File: config.mk
export PLATFORM = sky130hd
export DESIGN_NAME = alu_share_ctrl_flat
export DESIGN_NICKNAME = d
export VERILOG_FILES = /design/src/rtl/alu_share_ctrl_if.sv /design/src/rtl/alu_share_ctrl.sv /design/src/flat_wrapper.sv
export SDC_FILE = /design/constraint.sdc
export NUM_CORES = 1
export LEC_CHECK = 0
export BUFFER_PORTS_ARGS = -buffer_cell sky130_fd_sc_hd__buf_2
export CORE_ASPECT_RATIO = 1.5
export CORE_MARGIN = 2
export CORE_UTILIZATION = 39
export CTS_CLUSTER_DIAMETER = 50
export DETAILED_ROUTE_END_ITERATION = 16
export GPL_ROUTABILITY_DRIVEN = 0
export PLACE_DENSITY = 0.75
export SKIP_LAST_GASP = 1
export SLEW_MARGIN = 20
export SYNTH_ARGS = -nofsm -noshare
export SYNTH_HDL_FRONTEND = slang
export SYNTH_SLANG_ARGS = --single-unit
File: constraint.sdc
create_clock -name clk -period 1.3 [get_ports clk]
set_input_delay 0.26 -clock clk [delete_from_list [all_inputs] [get_ports clk]]
set_output_delay 0.26 -clock clk [all_outputs]
set_load 0.005 [all_outputs]
File: src/rtl/alu_share_ctrl_if.sv
// Bundle of requester handshakes, shared-ALU drive/return and status signals
// for alu_share_ctrl; slave is the controller side, master the environment.
interface alu_share_ctrl_if #(
   parameter int unsigned M = 4
);
   logic [1:0]   req_valid;
   logic [1:0]   req_ready;
   logic [3:0]   req_op0;
   logic [3:0]   req_op1;
   logic [M-1:0] req_a0;
   logic [M-1:0] req_b0;
   logic [M-1:0] req_a1;
   logic [M-1:0] req_b1;
   logic [1:0]   req_setf;
   logic [3:0]   alu_ctrl;
   logic [M-1:0] alu_a;
   logic [M-1:0] alu_b;
   logic         alu_en;
   logic [M-1:0] alu_result;
   logic         alu_z;
   logic         alu_n;
   logic         alu_v;
   logic         alu_c;
   logic [1:0]   resp_valid;
   logic [1:0]   resp_ready;
   logic [M-1:0] resp_data;
   logic [3:0]   resp_flags;
   logic [3:0]   nzcv;
   logic         busy;

   modport slave (
      input  req_valid, req_op0, req_op1, req_a0, req_b0, req_a1, req_b1, req_setf,
      input  alu_result, alu_z, alu_n, alu_v, alu_c, resp_ready,
      output req_ready, alu_ctrl, alu_a, alu_b, alu_en,
      output resp_valid, resp_data, resp_flags, nzcv, busy
   );

   modport master (
      output req_valid, req_op0, req_op1, req_a0, req_b0, req_a1, req_b1, req_setf,
      output alu_result, alu_z, alu_n, alu_v, alu_c, resp_ready,
      input  req_ready, alu_ctrl, alu_a, alu_b, alu_en,
      input  resp_valid, resp_data, resp_flags, nzcv, busy
   );
endinterface

File: src/rtl/alu_share_ctrl.sv
// Shares one ALU/flag datapath between two requesters: round-robin accept,
// one execute cycle, registered result/flags returned, NZCV kept on request.
module alu_share_ctrl #(
   parameter int unsigned M = 4
) (
   input logic           clk,
   input logic           reset,
   alu_share_ctrl_if.slave bus
);
   localparam logic [1:0] IDLE = 2'd0;
   localparam logic [1:0] EXEC = 2'd1;
   localparam logic [1:0] RESP = 2'd2;

   logic [1:0]   state;
   logic         last_grant;
   logic         grant;
   logic         setf_q;
   logic [3:0]   op_q;
   logic [M-1:0] a_q;
   logic [M-1:0] b_q;
   logic [M-1:0] data_q;
   logic [3:0]   flags_q;
   logic [3:0]   nzcv_q;
   logic         win;
   logic [1:0]   ready;
   logic         accept;

   // Under contention the requester not served last time wins.
   always_comb begin
      win   = 1'b0;
      ready = '0;
      case (bus.req_valid)
         2'b10:   win = 1'b1;
         2'b11:   win = ~last_grant;
         default: win = 1'b0;
      endcase
      if (state == IDLE && bus.req_valid != '0)
         ready = win ? 2'b10 : 2'b01;
   end

   assign accept = |ready;

   always_ff @(posedge clk or posedge reset) begin
      if (reset) begin
         state      <= IDLE;
         last_grant <= 1'b1;
         grant      <= 1'b0;
         setf_q     <= 1'b0;
         op_q       <= '0;
         a_q        <= '0;
         b_q        <= '0;
         data_q     <= '0;
         flags_q    <= '0;
         nzcv_q     <= '0;
      end else begin
         case (state)
            IDLE: begin
               if (accept) begin
                  op_q       <= win ? bus.req_op1 : bus.req_op0;
                  a_q        <= win ? bus.req_a1 : bus.req_a0;
                  b_q        <= win ? bus.req_b1 : bus.req_b0;
                  setf_q     <= bus.req_setf[win];
                  grant      <= win;
                  last_grant <= win;
                  state      <= EXEC;
               end
            end
            EXEC: begin
               data_q  <= bus.alu_result;
               flags_q <= {bus.alu_n, bus.alu_z, bus.alu_c, bus.alu_v};
               if (setf_q)
                  nzcv_q <= {bus.alu_n, bus.alu_z, bus.alu_c, bus.alu_v};
               state <= RESP;
            end
            RESP: begin
               if (bus.resp_ready[grant])
                  state <= IDLE;
            end
            default: state <= IDLE;
         endcase
      end
   end

   assign bus.req_ready  = ready;
   assign bus.alu_ctrl   = op_q;
   assign bus.alu_a      = a_q;
   assign bus.alu_b      = b_q;
   assign bus.alu_en     = (state == EXEC);
   assign bus.resp_valid = (state == RESP) ? (grant ? 2'b10 : 2'b01) : 2'b00;
   assign bus.resp_data  = data_q;
   assign bus.resp_flags = flags_q;
   assign bus.nzcv       = nzcv_q;
   assign bus.busy       = (state != IDLE);
endmodule
File: src/flat_wrapper.sv
// flat-port wrapper written by rule: the top's interface ports become plain ports
module alu_share_ctrl_flat 
#(
   parameter int unsigned M = 4
)
  (clk, reset, bus_req_valid, bus_req_op0, bus_req_op1, bus_req_a0, bus_req_b0, bus_req_a1, bus_req_b1, bus_req_setf, bus_alu_result, bus_alu_z, bus_alu_n, bus_alu_v, bus_alu_c, bus_resp_ready, bus_req_ready, bus_alu_ctrl, bus_alu_a, bus_alu_b, bus_alu_en, bus_resp_valid, bus_resp_data, bus_resp_flags, bus_nzcv, bus_busy);
  alu_share_ctrl_if #(.M(M)) bus_i ();
  input logic clk;
  input logic reset;
  input wire logic [$bits(bus_i.req_valid)-1:0] bus_req_valid;
  input wire logic [$bits(bus_i.req_op0)-1:0] bus_req_op0;
  input wire logic [$bits(bus_i.req_op1)-1:0] bus_req_op1;
  input wire logic [$bits(bus_i.req_a0)-1:0] bus_req_a0;
  input wire logic [$bits(bus_i.req_b0)-1:0] bus_req_b0;
  input wire logic [$bits(bus_i.req_a1)-1:0] bus_req_a1;
  input wire logic [$bits(bus_i.req_b1)-1:0] bus_req_b1;
  input wire logic [$bits(bus_i.req_setf)-1:0] bus_req_setf;
  input wire logic [$bits(bus_i.alu_result)-1:0] bus_alu_result;
  input wire logic [$bits(bus_i.alu_z)-1:0] bus_alu_z;
  input wire logic [$bits(bus_i.alu_n)-1:0] bus_alu_n;
  input wire logic [$bits(bus_i.alu_v)-1:0] bus_alu_v;
  input wire logic [$bits(bus_i.alu_c)-1:0] bus_alu_c;
  input wire logic [$bits(bus_i.resp_ready)-1:0] bus_resp_ready;
  output wire logic [$bits(bus_i.req_ready)-1:0] bus_req_ready;
  output wire logic [$bits(bus_i.alu_ctrl)-1:0] bus_alu_ctrl;
  output wire logic [$bits(bus_i.alu_a)-1:0] bus_alu_a;
  output wire logic [$bits(bus_i.alu_b)-1:0] bus_alu_b;
  output wire logic [$bits(bus_i.alu_en)-1:0] bus_alu_en;
  output wire logic [$bits(bus_i.resp_valid)-1:0] bus_resp_valid;
  output wire logic [$bits(bus_i.resp_data)-1:0] bus_resp_data;
  output wire logic [$bits(bus_i.resp_flags)-1:0] bus_resp_flags;
  output wire logic [$bits(bus_i.nzcv)-1:0] bus_nzcv;
  output wire logic [$bits(bus_i.busy)-1:0] bus_busy;
  assign bus_i.req_valid = bus_req_valid;
  assign bus_i.req_op0 = bus_req_op0;
  assign bus_i.req_op1 = bus_req_op1;
  assign bus_i.req_a0 = bus_req_a0;
  assign bus_i.req_b0 = bus_req_b0;
  assign bus_i.req_a1 = bus_req_a1;
  assign bus_i.req_b1 = bus_req_b1;
  assign bus_i.req_setf = bus_req_setf;
  assign bus_i.alu_result = bus_alu_result;
  assign bus_i.alu_z = bus_alu_z;
  assign bus_i.alu_n = bus_alu_n;
  assign bus_i.alu_v = bus_alu_v;
  assign bus_i.alu_c = bus_alu_c;
  assign bus_i.resp_ready = bus_resp_ready;
  assign bus_req_ready = bus_i.req_ready;
  assign bus_alu_ctrl = bus_i.alu_ctrl;
  assign bus_alu_a = bus_i.alu_a;
  assign bus_alu_b = bus_i.alu_b;
  assign bus_alu_en = bus_i.alu_en;
  assign bus_resp_valid = bus_i.resp_valid;
  assign bus_resp_data = bus_i.resp_data;
  assign bus_resp_flags = bus_i.resp_flags;
  assign bus_nzcv = bus_i.nzcv;
  assign bus_busy = bus_i.busy;
  alu_share_ctrl #(.M(M)) u_core (.clk(clk), .reset(reset), .bus(bus_i));
endmodule
==> impl_metrics.json <==
{
  "route.detailed.wl_per_inst_microns": 13.9,
  "hold_class": "in2async",
  "dieHeight_microns": 73.2,
  "ys_seq_area_frac": 0.585,
  "io_pins": 70,
  "cts_buffers": 5,
  "drt-vias-per-instance": 5.06,
  "rsz0062_at_grt": "true",
  "finalSetupViolations": 30,
  "cts_tree": "built",
  "ys_top_cells_by_area": "dfrtp_1 56%, mux2_2 12%, a221o_1 7.2%, and3_1 7.0%, a221o_2 3.6%",
  "drt-initial-drc-count": 30,
  "p_leak_nw": 1.01,
  "cp.arrival_ns": 1.25,
  "final_hold_viol_count": 0,
  "avgSynthCellArea_sq_um": 13.5,
  "fin_total_pwr_w": 0.00444,
  "power_density_nw_per_um2": 2390,
  "period_share": 1.16,
  "core_sq_um": 3100,
  "wl_microns": 3040,
  "start_kind": "flip-flop",
  "synth_top_flop_cell": "dfrtp_1",
  "diodes": 0,
  "dp.cells": 205,
  "drc_errors": 0,
  "grt_pass1_vias": 1076,
  "die_area_sq_um": 3670,
  "grt_pass1_wl_microns": 4720,
  "synth-edff-count": 0,
  "status": "finished with violations",
  "root_buffer": "clkbuf_8",
  "synth_fp_nets": 132,
  "cts.reportedPaths.clkPinSlew_ns": 0.06,
  "relSlewSlack": 0.563,
  "path_class": "reg2out",
  "drive_gt1_frac": 0.669,
  "yosysWarnings": 0,
  "worstMarginPinSlew_ns": 0.656,
  "clkLatencyLatePin_ns": 0.27,
  "die_x_microns": 50.1,
  "grt_use_met2": 0.303,
  "required_ns": 1.04,
  "cp-startpoint": "u_core.last_grant$_DFFE_PP1P_",
  "r2r-start": "u_core.last_grant$_DFFE_PP1P_",
  "skew_ns": 0.00257,
  "pre_cts_slack_ns": -0.0451,
  "rows": 25,
  "grt.overflow.total": 0,
  "grt_max_degree": 30,
  "fin_nets": 218,
  "violations": "setup timing",
  "portBuffers": 69,
  "use_met1": 0.182,
  "synth_cells": 92,
  "fin_crit_ns": 1.51,
  "synth_most_common_cell": "dfrtp_1",
  "final_antenna_net_count": 0,
  "worst_slack_ns": -0.207,
  "worst-path-max-fanout": 3,
  "first_pass_iters": 4,
  "synth.largest_area_cell": "dfrtp_1",
  "htree_levels": 2,
  "synthDistinctLibCells": 22,
  "ctsLongestPathBuffers": 2,
  "end_kind": "output port",
  "synthArstFlopShare": 1.00,
  "yosys_register_bits": 29,
  "syn_area_sq_um": 1240,
  "cts_num_sinks": 29,
  "area_growth_pct": 49.6,
  "max_freq_mhz": 664,
  "cap_violations": 0,
  "synthTopCellsByCount": "28 x dfrtp_1, 14 x and3_1, 13 x mux2_2",
  "use_met3": 0.0410,
  "top_usage_layer": "met2",
  "via_count": 1102,
  "vdd_ir_drop_max_mv": 1.22,
  "stdcell_count": 218,
  "start_util": 0.402,
  "grt_antenna_before_repair": 0,
  "fin_setup_tns_ns": -2.16,
  "grt_usage": 0.174,
  "drv_slew": 0,
  "hpwl_microns": 2260,
  "yosysTopAreaCellShare": 0.563
}
area by class of cell:
class,count,area (sq um)
Fill cell,252,1240
Multi-Input combinational cell,53,484
Sequential cell,29,728
Inverter,4,15.0
Clock buffer,7,86.3
Tap cell,40,50.0
Timing Repair Buffer,85,497
power by group:
group | total, W | internal [W] | switching (W)
sequential | 0.00164 | 0.00137 | 0.000267
clock | 0.000731 | 0.000419 | 0.000312
combinational | 0.00207 | 0.00127 | 0.000796
timing repair:
item,CTS,global route
setup buffers,3,3
hold buffers,0,0
pin swaps,1,2
setup endpoints to repair,19,20
gates resized for setup,8,6
layer usage:
| layer | wire (microns) | part of all wire |
|---|---|---|
| met1 | 1110 | 0.37 |
| met2 | 1660 | 0.55 |
| met3 | 179 | 0.059 |
| met4 | 87 | 0.029 |
| met5 | 0 | 0 |
cell usage in the layout, fill, tap and decap left out, drive strengths merged:
cell type / Yosys / routed
dfstp: 1 / 1
inv: 4 / 4
o21bai: 1 / 1
buf: 4 / 85
and3: 14 / 14
nand2: 1 / 1
a221o: 13 / 13
nor2: 3 / 3
clkbuf: 2 / 7
and2: 1 / 1
dfrtp: 28 / 28
or2b: 1 / 1
nand2b: 1 / 1
mux2: 13 / 13
nor2b: 1 / 1
o21ai: 1 / 1
a21boi: 1 / 1
a21o: 2 / 2
logic make-up after synthesis:
| group | share of synthesized area |
|---|---|
| compound gates | 0.144 |
| buf+inv | 0.0443 |
| flops | 0.585 |
| mux | 0.118 |
| simple gates | 0.110 |
worst paths after layout:
path                                                        end  slack (ns)  depth (start not counted)
max                                            bus_req_ready[0]       -0.21                          3
max in group asynchronous         u_core.last_grant$_DFFE_PP1P_        0.94                          3
min in group clk             u_core.bus.alu_ctrl[0]$_DFFE_PP0P_        0.21                          2
min                         u_core.bus.resp_data[3]$_DFFE_PP0P_        0.05                          3
max reg2reg                     u_core.bus.alu_b[0]$_DFFE_PP0P_       -0.11                          5
min reg2reg                u_core.bus.resp_flags[1]$_DFFE_PP0P_        0.50                          1
sequential cells by signal, indices dropped and copies added, names as in the netlist:
register	count
u_core.bus.resp_flags	4
u_core.last_grant	1
u_core.grant	1
u_core.bus.alu_ctrl	4
u_core.bus.alu_b	4
u_core.setf_q	1
u_core.bus.alu_a	4
u_core.state	2
u_core.bus.resp_data	4
u_core.bus.nzcv	4
per-stage QoR:
stage / hold slack [ns] / area (sq um) / utilization
2_1_floorplan: 0.337 / 1240 / -
3_3_place_gp: 0.334 / 1670 / 0.541
3_5_place_dp: 0.354 / 1670 / 0.541
4_1_cts: 0.0498 / 1820 / 0.586
5_1_grt: 0.0867 / 1860 / 0.601
6_report: 0.0467 / 1860 / 0.601
worst max-delay path, cell delays in order, from the launching register on:
cell	delay, ns
dfstp_2	0.55
nand2b_4	0.12
and3_4	0.21
buf_6	0.09
Power figures use the tool's default switching activity.
